$ cat src/rtl/alu_seq.sv
// rtl/alu_seq.sv - multi-cycle ALU with iterative multiply/divide and result backpressure
//
// Ports:
//   clk           rising-edge clock
//   reset_n_in    asynchronous active-low reset
//   opcode_inputs {opcode, input1, input2}, opcode in the MSBs
//   in_valid      opcode_inputs carries an operation
//   in_ready      block is idle and can accept an operation
//   final_output  primary result (sum/diff/low product/quotient/logic/compare)
//   result_hi     high product half or remainder, 0 otherwise
//   carry_output  ADD carry-out / SUB borrow
//   zero_flag     final_output == 0
//   div_zero      DIVIDE by zero
//   illegal_op    opcode not in the table
//   out_valid     result registers hold an unconsumed result
//   out_ready     consumer accepts the result
module alu_seq #(
    parameter int OPCODE_LENGTH = 4,
    parameter int DATA_WIDTH    = 8,
    parameter int VECTOR_LENGTH = OPCODE_LENGTH + 2 * DATA_WIDTH
) (
    input  logic                     clk,
    input  logic                     reset_n_in,
    input  logic [VECTOR_LENGTH-1:0] opcode_inputs,
    input  logic                     in_valid,
    output logic                     in_ready,
    output logic [DATA_WIDTH-1:0]    final_output,
    output logic [DATA_WIDTH-1:0]    result_hi,
    output logic                     carry_output,
    output logic                     zero_flag,
    output logic                     div_zero,
    output logic                     illegal_op,
    output logic                     out_valid,
    input  logic                     out_ready
);

    localparam int W  = DATA_WIDTH;
    localparam int CW = $clog2(DATA_WIDTH);

    localparam logic [OPCODE_LENGTH-1:0] OP_NOP  = OPCODE_LENGTH'(4'b0000);
    localparam logic [OPCODE_LENGTH-1:0] OP_ADD  = OPCODE_LENGTH'(4'b0001);
    localparam logic [OPCODE_LENGTH-1:0] OP_SUB  = OPCODE_LENGTH'(4'b0010);
    localparam logic [OPCODE_LENGTH-1:0] OP_MULT = OPCODE_LENGTH'(4'b0011);
    localparam logic [OPCODE_LENGTH-1:0] OP_DIV  = OPCODE_LENGTH'(4'b0100);
    localparam logic [OPCODE_LENGTH-1:0] OP_AND  = OPCODE_LENGTH'(4'b0110);
    localparam logic [OPCODE_LENGTH-1:0] OP_OR   = OPCODE_LENGTH'(4'b0111);
    localparam logic [OPCODE_LENGTH-1:0] OP_ZT   = OPCODE_LENGTH'(4'b1001);
    localparam logic [OPCODE_LENGTH-1:0] OP_GT   = OPCODE_LENGTH'(4'b1010);
    localparam logic [OPCODE_LENGTH-1:0] OP_EQ   = OPCODE_LENGTH'(4'b1011);
    localparam logic [OPCODE_LENGTH-1:0] OP_LT   = OPCODE_LENGTH'(4'b1100);

    typedef enum logic [1:0] {IDLE, BUSY, DONE} state_t;

    state_t             state;
    logic [W-1:0]       a_q, b_q;
    logic               is_div;
    logic [CW-1:0]      cnt;
    // MULT: running product. DIVIDE: {remainder, dividend/quotient shift register}.
    logic [2*W-1:0]     acc;

    logic [OPCODE_LENGTH-1:0] in_op;
    logic [W-1:0]             in_a, in_b;
    assign in_op = opcode_inputs[VECTOR_LENGTH-1 -: OPCODE_LENGTH];
    assign in_a  = opcode_inputs[2*W-1 -: W];
    assign in_b  = opcode_inputs[W-1:0];

    assign in_ready  = (state == IDLE);
    assign out_valid = (state == DONE);

    logic start_iter;
    assign start_iter = ((in_op == OP_MULT) || (in_op == OP_DIV)) && (in_b != '0);

    // Results of every operation that completes on the accept edge.
    logic [W:0]   sum;
    logic [W-1:0] sc_lo, sc_hi;
    logic         sc_c, sc_dz, sc_il;

    always_comb begin
        sum   = {1'b0, in_a} + {1'b0, in_b};
        sc_lo = '0;
        sc_hi = '0;
        sc_c  = 1'b0;
        sc_dz = 1'b0;
        sc_il = 1'b0;
        case (in_op)
            OP_NOP:  ;
            OP_ADD:  {sc_c, sc_lo} = sum;
            OP_SUB:  begin
                sc_lo = in_a - in_b;
                sc_c  = (in_a < in_b);
            end
            OP_MULT: ;  // only reached here with input2 == 0, product is 0
            OP_DIV:  begin
                // only reached here with input2 == 0
                sc_lo = '1;
                sc_hi = in_a;
                sc_dz = 1'b1;
            end
            OP_AND:  sc_lo = in_a & in_b;
            OP_OR:   sc_lo = in_a | in_b;
            OP_ZT:   sc_lo = W'(in_a == '0);
            OP_GT:   sc_lo = W'(in_a > in_b);
            OP_EQ:   sc_lo = W'(in_a == in_b);
            OP_LT:   sc_lo = W'(in_a < in_b);
            default: sc_il = 1'b1;
        endcase
    end

    // One iteration step for both iterative operations.
    logic [2*W-1:0] prod_next, div_next, acc_next;
    logic [W:0]     trial, trial_diff;
    logic           ge;

    always_comb begin
        prod_next  = acc + (b_q[cnt] ? ({{W{1'b0}}, a_q} << cnt) : '0);
        // Shift the next dividend bit (MSB-first) into the partial remainder.
        trial      = {acc[2*W-1:W], acc[W-1]};
        trial_diff = trial - {1'b0, b_q};
        ge         = (trial >= {1'b0, b_q});
        div_next   = {(ge ? trial_diff[W-1:0] : trial[W-1:0]), acc[W-2:0], ge};
        acc_next   = is_div ? div_next : prod_next;
    end

    always_ff @(posedge clk or negedge reset_n_in) begin
        if (!reset_n_in) begin
            state        <= IDLE;
            a_q          <= '0;
            b_q          <= '0;
            is_div       <= 1'b0;
            cnt          <= '0;
            acc          <= '0;
            final_output <= '0;
            result_hi    <= '0;
            carry_output <= 1'b0;
            zero_flag    <= 1'b1;
            div_zero     <= 1'b0;
            illegal_op   <= 1'b0;
        end else begin
            case (state)
                IDLE: if (in_valid) begin
                    a_q    <= in_a;
                    b_q    <= in_b;
                    is_div <= (in_op == OP_DIV);
                    cnt    <= '0;
                    acc    <= (in_op == OP_DIV) ? {{W{1'b0}}, in_a} : '0;
                    if (start_iter) begin
                        state <= BUSY;
                    end else begin
                        final_output <= sc_lo;
                        result_hi    <= sc_hi;
                        carry_output <= sc_c;
                        zero_flag    <= (sc_lo == '0);
                        div_zero     <= sc_dz;
                        illegal_op   <= sc_il;
                        state        <= DONE;
                    end
                end
                BUSY: begin
                    acc <= acc_next;
                    if (cnt == CW'(W - 1)) begin
                        // Both layouts keep the low result in the low half.
                        final_output <= acc_next[W-1:0];
                        result_hi    <= acc_next[2*W-1:W];
                        carry_output <= 1'b0;
                        zero_flag    <= (acc_next[W-1:0] == '0);
                        div_zero     <= 1'b0;
                        illegal_op   <= 1'b0;
                        state        <= DONE;
                    end else begin
                        cnt <= cnt + CW'(1);
                    end
                end
                DONE: if (out_ready) state <= IDLE;
                default: state <= IDLE;
            endcase
        end
    end

endmodule

$ cat config.mk
export PLATFORM = sky130hd
export DESIGN_NAME = alu_seq
export DESIGN_NICKNAME = d
export VERILOG_FILES = /design/src/rtl/alu_seq.sv
export SDC_FILE = /design/constraint.sdc
export NUM_CORES = 1
export LEC_CHECK = 0
export CAP_MARGIN = 20
export CELL_PAD_IN_SITES_DETAIL_PLACEMENT = 0
export CELL_PAD_IN_SITES_GLOBAL_PLACEMENT = 1
export CORE_MARGIN = 2
export CORE_UTILIZATION = 50
export CTS_BUF_LIST = sky130_fd_sc_hd__clkbuf_4 sky130_fd_sc_hd__clkbuf_8
export CTS_CLUSTER_SIZE = 12
export DETAILED_ROUTE_END_ITERATION = 6
export PLACE_DENSITY_LB_ADDON = 0.1
export REMOVE_ABC_BUFFERS = 1
export SYNTH_ARGS = -nofsm -noshare
export SYNTH_HDL_FRONTEND = slang
export SYNTH_SLANG_ARGS = --single-unit
$ cat constraint.sdc
create_clock -name clk -period 9.95 [get_ports clk]
set_input_delay 1.99 -clock clk [delete_from_list [all_inputs] [get_ports clk]]
set_output_delay 1.99 -clock clk [all_outputs]
set_load 0.1 [all_outputs]
==> Yosys cells after proc, flatten, opt, wreduce, memory -nomap -nowiden <==
Cells that the tools add are included.
{ "word_totals": {"latch_bits": 0, "n_memories": 0, "romBits": 0, "in_bits": 24, "mem_bits_rw": 0, "word_cells": 101, "reg_bits": 58} }
{ "classes": {"multipliers": 0, "div_mod_pow": 0, "eq_ne": 19, "shifts": 1, "mux": 43, "n_reduce_logical": 15, "add_sub_neg": 5, "n_bitwise": 2, "n_lt_le_gt_ge": 4} }
{ "op_table": {"columns": ["operator", "count"], "rows": [
  ["8-bit 2-to-1 mux", 9],
  ["8-bit one-hot mux with 9 select lines", 1],
  ["16-bit 2-to-1 mux", 3],
  ["16-bit one-hot mux with 2 select lines", 1],
  ["8-bit one-hot mux with 2 select lines", 2],
  ["8-bit zero test", 3],
  ["16-bit adder", 1],
  ["4-bit == test (second input constant)", 4],
  ["8-bit by 3-bit << shifter with 16-bit output", 1],
  ["8-bit subtractor", 2],
  ["1-bit 2-to-1 mux", 13],
  ["4-bit by 3-bit == test with 1-bit output (second input constant)", 3],
  ["11-bit OR reduction", 1],
  ["1-bit one-hot mux with 2 select lines", 5],
  ["8-bit by 8-bit adder with 9-bit output", 1],
  ["9-bit by 8-bit >= comparator with 1-bit output", 1],
  ["8-bit AND", 1],
  ["4-bit by 2-bit == test with 1-bit output (second input constant)", 2],
  ["8-bit == test", 1],
  ["8-bit > comparator", 1],
  ["8-bit less-than comparator", 1],
  ["2-bit 2-to-1 mux", 4],
  ["2-bit inequality test (second input constant)", 4],
  ["8-bit OR", 1],
  ["other kinds (20)", 23]
]} }

==> Logic depth before layout (Yosys ltp) <==
Gate-level depths: netlist (run 1).
{ "logic_depth": {"ltp_word": 8, "mapped_depth": 15} }

==> Worst setup path after synthesis (run 1) <==
OpenSTA, ideal clock, no wires.
{ "synth_path": {"path_kind": "input to register", "start": "input port opcode_inputs[8]", "end": "register final_output[0]", "required_time_ns": 9.828, "arrival_ns": 3.954, "path_slack_ns": 5.874, "setup_time_ns": 0.122, "path_stages": 11, "path_buffers": 0, "cell_sequence": "inv_1 ha_1 inv_1 fa_1 nor3b_1 or3_1 a211oi_2 mux2i_1 a31oi_1 o22ai_1 a22o_1"} }
{ "synth_between": {"elab_chain_cells": 5} }
{ "synth_rtl": {"columns": ["item", "line", "text"], "rows": [
  ["from (decl)", "24", "input logic [VECTOR_LENGTH-1:0] opcode_inputs,"],
  ["8-bit subtractor, or another cell as far along", "89", "sc_lo = in_a - in_b;"],
  ["8-bit one-hot mux with 9 select lines *", "85", "case (in_op)"],
  ["8-bit 2-to-1 mux *", "146", "if (start_iter) begin"],
  ["8-bit 2-to-1 mux *", "140", "IDLE: if (in_valid) begin"],
  ["8-bit one-hot mux with 2 select lines *", "139", "case (state)"],
  ["to (signal assigned)", "149", "final_output <= sc_lo;"],
  ["to (signal assigned)", "162", "final_output <= acc_next[W-1:0];"],
  ["to (decl)", "27", "output logic [DATA_WIDTH-1:0] final_output,"]
]} }
Mark *: on every way between the ends. The rest lies on a longest branch, timed or not. The select of a mux whose other input is x is not followed.
A chain may end at the register's enable or synchronous reset.

==> Worst setup path after layout (run 1) <==
Same ends and word-level chain as after synthesis.

==> impl_metrics.yaml, run 1 <==
sta:
  clock_skew_ps: 10.05
  setup_tns_ps: 0
  finalCritPeriodShare_pct: 47.36
  grt_setup_unrepaired: "false"
  slew_viol_final: 0
  final-setup-viol-count: 0
  worst_slew_pin_slew_ps: 982.8
  slew_headroom_pct: 34.27
  fin_crit_ps: 4713
  max_freq_mhz: 212.2
  hold_viol: 0
detailed_routing:
  wl_per_cell_microns: 20.42
  drt-met1-wl_mm: 7.774
  wl_met2_mm: 8.049
  drtAntennaViolNets: 0
  via_count: 5231
  drcViolationCount: 1
  first_iter_violations: 425
  via_per_inst: 6.242
  drt_first_pass_iters: 7
  top_layer: "met4"
  dr_wl_met3_microns: 788
  wl_mm: 17.11
floorplanning:
  core_area_sq_um: 10840
  die_x_microns: 109.3
  start_util_pct: 51.15
  core.rowCount: 38
  die_height_microns: 109.3
  dieArea_sq_um: 11950
  ioPinCount: 46
synthesis:
  synth_seq_cells: 58
  ys_seq_area_share_pct: 26.20
  ys_warn_count: 0
  synthCells: 669
  yosys.area.top_type: "dfrtp_1"
  synth.distinct_cells: 85
  synth_area_sq_um: 5545
  synth_top_area_share_pct: 25.72
  synth_area_per_cell_sq_um: 8.289
  async_reset_ff_share_pct: 100.0
  synth_edf_count: 0
  synth.area.top_cells: "dfrtp_1, ha_1, nand2_1, a21oi_1, mux2i_1"
  ys.flop_type: "dfrtp_1"
global_routing:
  grt_max_degree: 59
  grt_overflow: 0
  antenna_found_initial: 0
  track_usage_pct: 29.66
  first_global_vias: 4900
  grt_pass1_wl_mm: 26.79
worst_setup_path:
  ff2ff_path_depth: 11
  cp_max_fo: 4
  rr_startpoint: "cnt[0]"
  start_kind: "input port"
  cp-end-kind: "flop"
  reg2reg_slack_ps: 5720
  r2r_end: "result_hi[4]"
  cp.arrival_ps: 4950
  path_class: "in -> reg"
  crit_required_ps: 10180
cells_and_area:
  final_cells: 838
  drive_gt1_share_pct: 8.166
  n_antenna_cell: 0
  nets: 771
  final_area_sq_um: 6206
  multi_input_area_sq_um: 3767
  syn_to_final_growth_pct: 11.91
  fillers: 1026
  register_area_sq_um: 1453
cts:
  numCtsBuffers: 9
  worstSkewPairLatency_ps: 350
  cts_setup_buffers: 0
  cts_tree: "built"
  cts.path.max_buffers: 2
  ctsHtreeMaxLevel: 3
  cts_resized: 0
  cts-root-buf: "clkbuf_8"
  cts.clk_slew.worst_paths_ps: 60
  cts.sinks: 58
  postCtsHoldBufs: 0
worst_hold_path:
  hold_path_depth: 1
  hold_path_class: "reg -> reg"
  min_from: "final_output[2]"
  whs_endpoint: "final_output[2]"
run_status:
  violations: "design-rule violations"
  status: "finished, violations left"
power_and_ir_drop:
  power.density_nw_per_um2: 230.3
  p_leak_uw: 0.002832
  peakVddDrop_mv: 0.2545
place:
  place_area_sq_um: 6032
  gp_congestion: 0.9199
  port_buffers: 45
  place_inst: 823
  dp.final_hpwl_mm: 13.11
run:
  maxCapViolCount: 0
## how the worst max path moves through the flow
stage	from	endpoint	slack [ps]	cells after the start
final	opcode_inputs[8]	final_output[0]	5240	12
after floorplan	in_valid	zero_flag	5600	7
after global placement	opcode_inputs[8]	final_output[0]	4980	12
after CTS	opcode_inputs[8]	final_output[0]	5290	12
after detailed placement	opcode_inputs[8]	final_output[0]	4950	12
after global routing	opcode_inputs[8]	final_output[0]	5130	12
## worst max-delay path, stage by stage
cell	delay, ps
clkdlybuf4s50_1	510
inv_1	180
ha_1	190
inv_1	50
fa_1	380
nor3b_1	170
or3_1	400
a211oi_2	310
mux2i_1	120
a31oi_1	270
o22ai_1	140
a22o_1	230
## power by group
part	total, uW	leakage [uW]	internal (uW)	switching, uW
clock	200	0.0000954	104	96.1
combinational	863	0.00198	269	594
sequential	366	0.000752	306	59.8
## synth_stat cells, types with 3 or more instances
cell type,number
mux2_2,4
a31oi_1,5
inv_1,39
a21o_1,13
a21oi_1,50
nor3_1,14
a211oi_2,4
o311ai_0,3
nor4_1,5
o22ai_1,9
o21a_1,3
dfrtp_1,57
buf_2,13
nand4_1,5
buf_6,3
and2_1,4
a221o_1,5
mux2i_1,21
a211oi_1,9
nand2_1,75
o21ai_1,3
and3_1,5
o21bai_1,4
nand3_1,12
clkbuf_1,16
o221ai_1,5
or3_1,5
a22o_1,8
xor2_1,3
nor3b_1,5
o21ai_0,36
buf_1,4
ha_1,49
nor2_1,56
o31ai_1,3
a221oi_1,4
xnor2_1,6
a22oi_1,5
o211ai_1,9
fa_1,4
nand2b_1,7
or2_2,3
nor2b_1,19
## placed cells by master (no fill, tap or decap), types with 6 or more instances in the layout
cell type | netlist | layout
nand2_1 | 75 | 75
dfrtp_1 | 57 | 57
nor2_1 | 56 | 56
a21oi_1 | 50 | 50
ha_1 | 49 | 49
clkdlybuf4s50_1 | 0 | 44
inv_1 | 39 | 39
o21ai_0 | 36 | 36
mux2i_1 | 21 | 21
nor2b_1 | 19 | 18
nor3_1 | 14 | 14
a21o_1 | 13 | 13
nand3_1 | 12 | 12
clkbuf_8 | 0 | 11
o22ai_1 | 9 | 9
a211oi_1 | 9 | 9
o211ai_1 | 9 | 9
a22o_1 | 8 | 8
nand2b_1 | 7 | 7
xnor2_1 | 6 | 6
buf_4 | 1 | 6
## state kept, by name, summed over array words and instances, names as in the netlist
register and count:
carry_output 1, b_q 8, illegal_op 1, result_hi 8, a_q 8, acc 16, state 2, zero_flag 1
cnt 3, div_zero 1, is_div 1, final_output 8
## layout make-up
class                   instances  area share (%)
clock buffers                  12           2.560
repair buffers                 51           7.903
inverters                      39           2.359
multi-input cells             535           60.71
well taps                     140           2.823
flip-flops and latches         58           23.41
clock inverters                 3          0.2419
## logic make-up after synthesis
family | share of synthesized area, %
and+or+nand+nor | 21.14
xor gates and xnor gates | 1.422
DFF | 26.20
AOI/OAI and AO/OA | 27.41
buffers and inverters | 5.911
adders and majority gates | 12.50
muxes | 5.415
## metal layers
metal / vias up / GRT usage [%]
met1: 2537 / 40.48
met2: 153 / 48.54
met3: 32 / 3.557
met4: 0 / 10.85
li1: 2509 / -
met5: - / 0
## stage by stage
stage               total power, uW  setup WS [ps]  util [%]  hold slack, ps
global route                   1509           5127     57.25           498.5
global placement               1215           4979     55.64           460.6
detailed placement             1223           4950     55.64           465.2
CTS                            1426           5290     57.25           479.9
floorplan                     993.4           5599         -           462.1
finish                         1429           5237     57.25           475.6
Note: power is estimated with default switching activity, not from simulation.
==> run 2: changes to the inputs <==
--- a/config.mk
+++ b/config.mk
@@ -9,7 +9,7 @@
 export CELL_PAD_IN_SITES_DETAIL_PLACEMENT = 0
 export CELL_PAD_IN_SITES_GLOBAL_PLACEMENT = 1
 export CORE_MARGIN = 2
-export CORE_UTILIZATION = 50
+export CORE_UTILIZATION = 46
 export CTS_BUF_LIST = sky130_fd_sc_hd__clkbuf_4 sky130_fd_sc_hd__clkbuf_8
 export CTS_CLUSTER_SIZE = 12
 export DETAILED_ROUTE_END_ITERATION = 6
==> constraint.sdc (replaced) <==
create_clock -name clk -period 4.7 [get_ports clk]
set_input_delay 0.94 -clock clk [delete_from_list [all_inputs] [get_ports clk]]
set_output_delay 0.94 -clock clk [all_outputs]
set_load 0.1 [all_outputs]
==> run 2 against run 1 <==
Against the previous run:
- the run now ends clean
- sequential share of layout area is 0.29 points lower
- routed wire length grew 3.1%
- cell count grew 1.1%
- sequential power rose by 120%
- first-iteration DRC count fell by 12%
- power is 120% higher
- clock skew down 0.78 ps
- global-route usage fell by 1.4 points
- utilization fell by 4.5 points
- cell area is 1.3% higher
- worst setup slack worse by 4500 ps
- clock power grew to 2.9 times the previous value
- largest cell class unchanged
- highest routed layer unchanged
==> impl_metrics.yaml, run 2 (synthesized netlist as in run 1, its figures left out) <==
floorplanning:
  die_x_microns: 113.8
  core.rowCount: 40
  core_area_sq_um: 11910
  ioPinCount: 46
  start_util_pct: 46.55
  die_height_microns: 113.8
  dieArea_sq_um: 12950
sta:
  max_freq_mhz: 252.9
  clock_skew_ps: 9.276
  slew_viol_final: 0
  finalCritPeriodShare_pct: 84.14
  grt_setup_unrepaired: "false"
  final-setup-viol-count: 0
  hold_slack_ps: 481.8
  hold_viol: 0
  fin_crit_ps: 3955
  worst_slew_pin_slew_ps: 992.9
  slew_headroom_pct: 33.60
  setup_tns_ps: 0
cells_and_area:
  syn_to_final_growth_pct: 13.33
  drive_gt1_share_pct: 8.429
  final_cell_mix: "nand2_1, dfrtp_1, nor2_1"
  mostFrequentLayoutCell: "nand2_1"
  largest_register: "acc"
  nets: 772
  final_area_sq_um: 6285
  n_antenna_cell: 0
  largest_register_ffs: 16
worst_setup_path:
  path_class: "reg -> reg"
  start_kind: "flop"
  crit_required_ps: 4970
  max_stage_delay_ps: 750
  cp-end-kind: "flop"
  cp_top_family: "compound AO/OA/AOI/OAI gates"
  cp.arrival_ps: 4220
  cpMostUsedCell: "nand2_1"
  slowest_stage: "dfrtp_1"
  cp_cell_sequence: "mux4_2 > nand2_1 > nor3_1 > ha_1 > inv_1 > fa_1 > nor2b_1 > o31a_1 > o21ai_0 > o311ai_0 > nand2_1 > o211ai_1"
  path_buf_inv: 1
  cp_max_fo: 20
global_routing:
  first_global_vias: 5081
  antenna_found_initial: 0
  grt_overflow: 0
  grt_pass1_wl_mm: 28.00
  grt_max_degree: 45
  track_usage_pct: 28.30
power_and_ir_drop:
  p_sw_share_pct: 50.73
  power.density_nw_per_um2: 508.5
  pwr-share-clk_pct: 17.9
  peakVddDrop_mv: 0.5423
  intPower_uw: 1575
  p_leak_uw: 0.002865
  p_switching_uw: 1621
  pwr-share-seq_pct: 24.8
  pwr-share-comb_pct: 57.3
place:
  port_buffers: 45
  place_area_sq_um: 6048
  dp.final_hpwl_mm: 13.65
  gp_congestion: 0.9656
detailed_routing:
  first_iter_violations: 375
  drtAntennaViolNets: 0
  drcViolationCount: 0
  via_count: 5284
  drt_first_pass_iters: 5
  wl_per_cell_microns: 20.83
  via_per_inst: 6.238
  wl_mm: 17.64
cts:
  ctsHtreeMaxLevel: 3
  cts-root-buf: "clkbuf_8"
  cts_setup_buffers: 0
  cts.clk_slew.worst_paths_ps: 70
  cts.path.max_buffers: 2
  postCtsHoldBufs: 0
  cts.sinks: 58
  worstSkewPairLatency_ps: 360
  cts_tree: "built"
  cts_resized: 0
  numCtsBuffers: 9
worst_hold_path:
  hold_path_class: "in -> async"
run:
  maxCapViolCount: 0
run_status:
  status: "completed"
run 2: stage by stage:
stage	std cells	setup WS (ps)	util, %	power [uW]
after floorplan	632	1311	-	2103
after global placement	831	809.1	50.78	2607
after detailed placement	831	842.7	50.78	2620
after CTS	847	845.2	52.76	3198
after global routing	847	486.4	52.76	3372
final	847	745.3	52.76	3196
run 2: layer usage:
layer	share of wire [%]	routed length (microns)	GRT usage [%]	vias to the layer above
met5	0	0	0	-
met4	4.0	702	12.85	0
met3	4.6	812	3.826	42
met2	48	8504	47.23	172
met1	43	7623	36.67	2552
li1	-	-	-	2518
run 2: path summary, 6_finish.rpt:
| check | start | endpoint | slack (ps) | depth (start not counted) |
|---|---|---|---|---|
| worst min-delay path | reset_n_in | acc[11] | 480 | 1 |
| worst min register to register | final_output[2] | final_output[2] | 480 | 1 |
| max in group asynchronous | reset_n_in | final_output[2] | 3280 | 2 |
| min in group clk | final_output[2] | final_output[2] | 480 | 1 |
| worst max register to register | cnt[1] | final_output[6] | 750 | 12 |
| worst max-delay path | cnt[1] | final_output[6] | 750 | 12 |
run 2: worst register-to-register path, delay by kind of cell (launching register included):
kind | cells | cell delay, ps
flip-flops | 1 | 750
AND/OR/NAND/NOR | 4 | 820
multiplexers | 1 | 330
AO/OA/AOI/OAI | 4 | 1250
adder cells (fa/ha/maj) | 2 | 630
buffers and inverters | 1 | 80
run 2: layout make-up:
type | instances | area [sq um]
fillers | 1135 | 5627
multi-input cells | 535 | 3767
flip-flops and latches | 58 | 1453
repair buffers | 52 | 498.0
well taps | 147 | 183.9
inverters | 39 | 146.4
clock buffers | 10 | 131.4
clock inverters | 6 | 105.1
run 2: power groups by stage:
| stage | Clock (uW) | Sequential, uW | Combinational [uW] |
|---|---|---|---|
| global placement | 0 | 802 | 1800 |
| finish | 572 | 792 | 1830 |
| CTS | 578 | 794 | 1830 |
| floorplan | 0 | 1270 | 836 |
| global route | 597 | 812 | 1960 |
| detailed placement | 0 | 802 | 1820 |
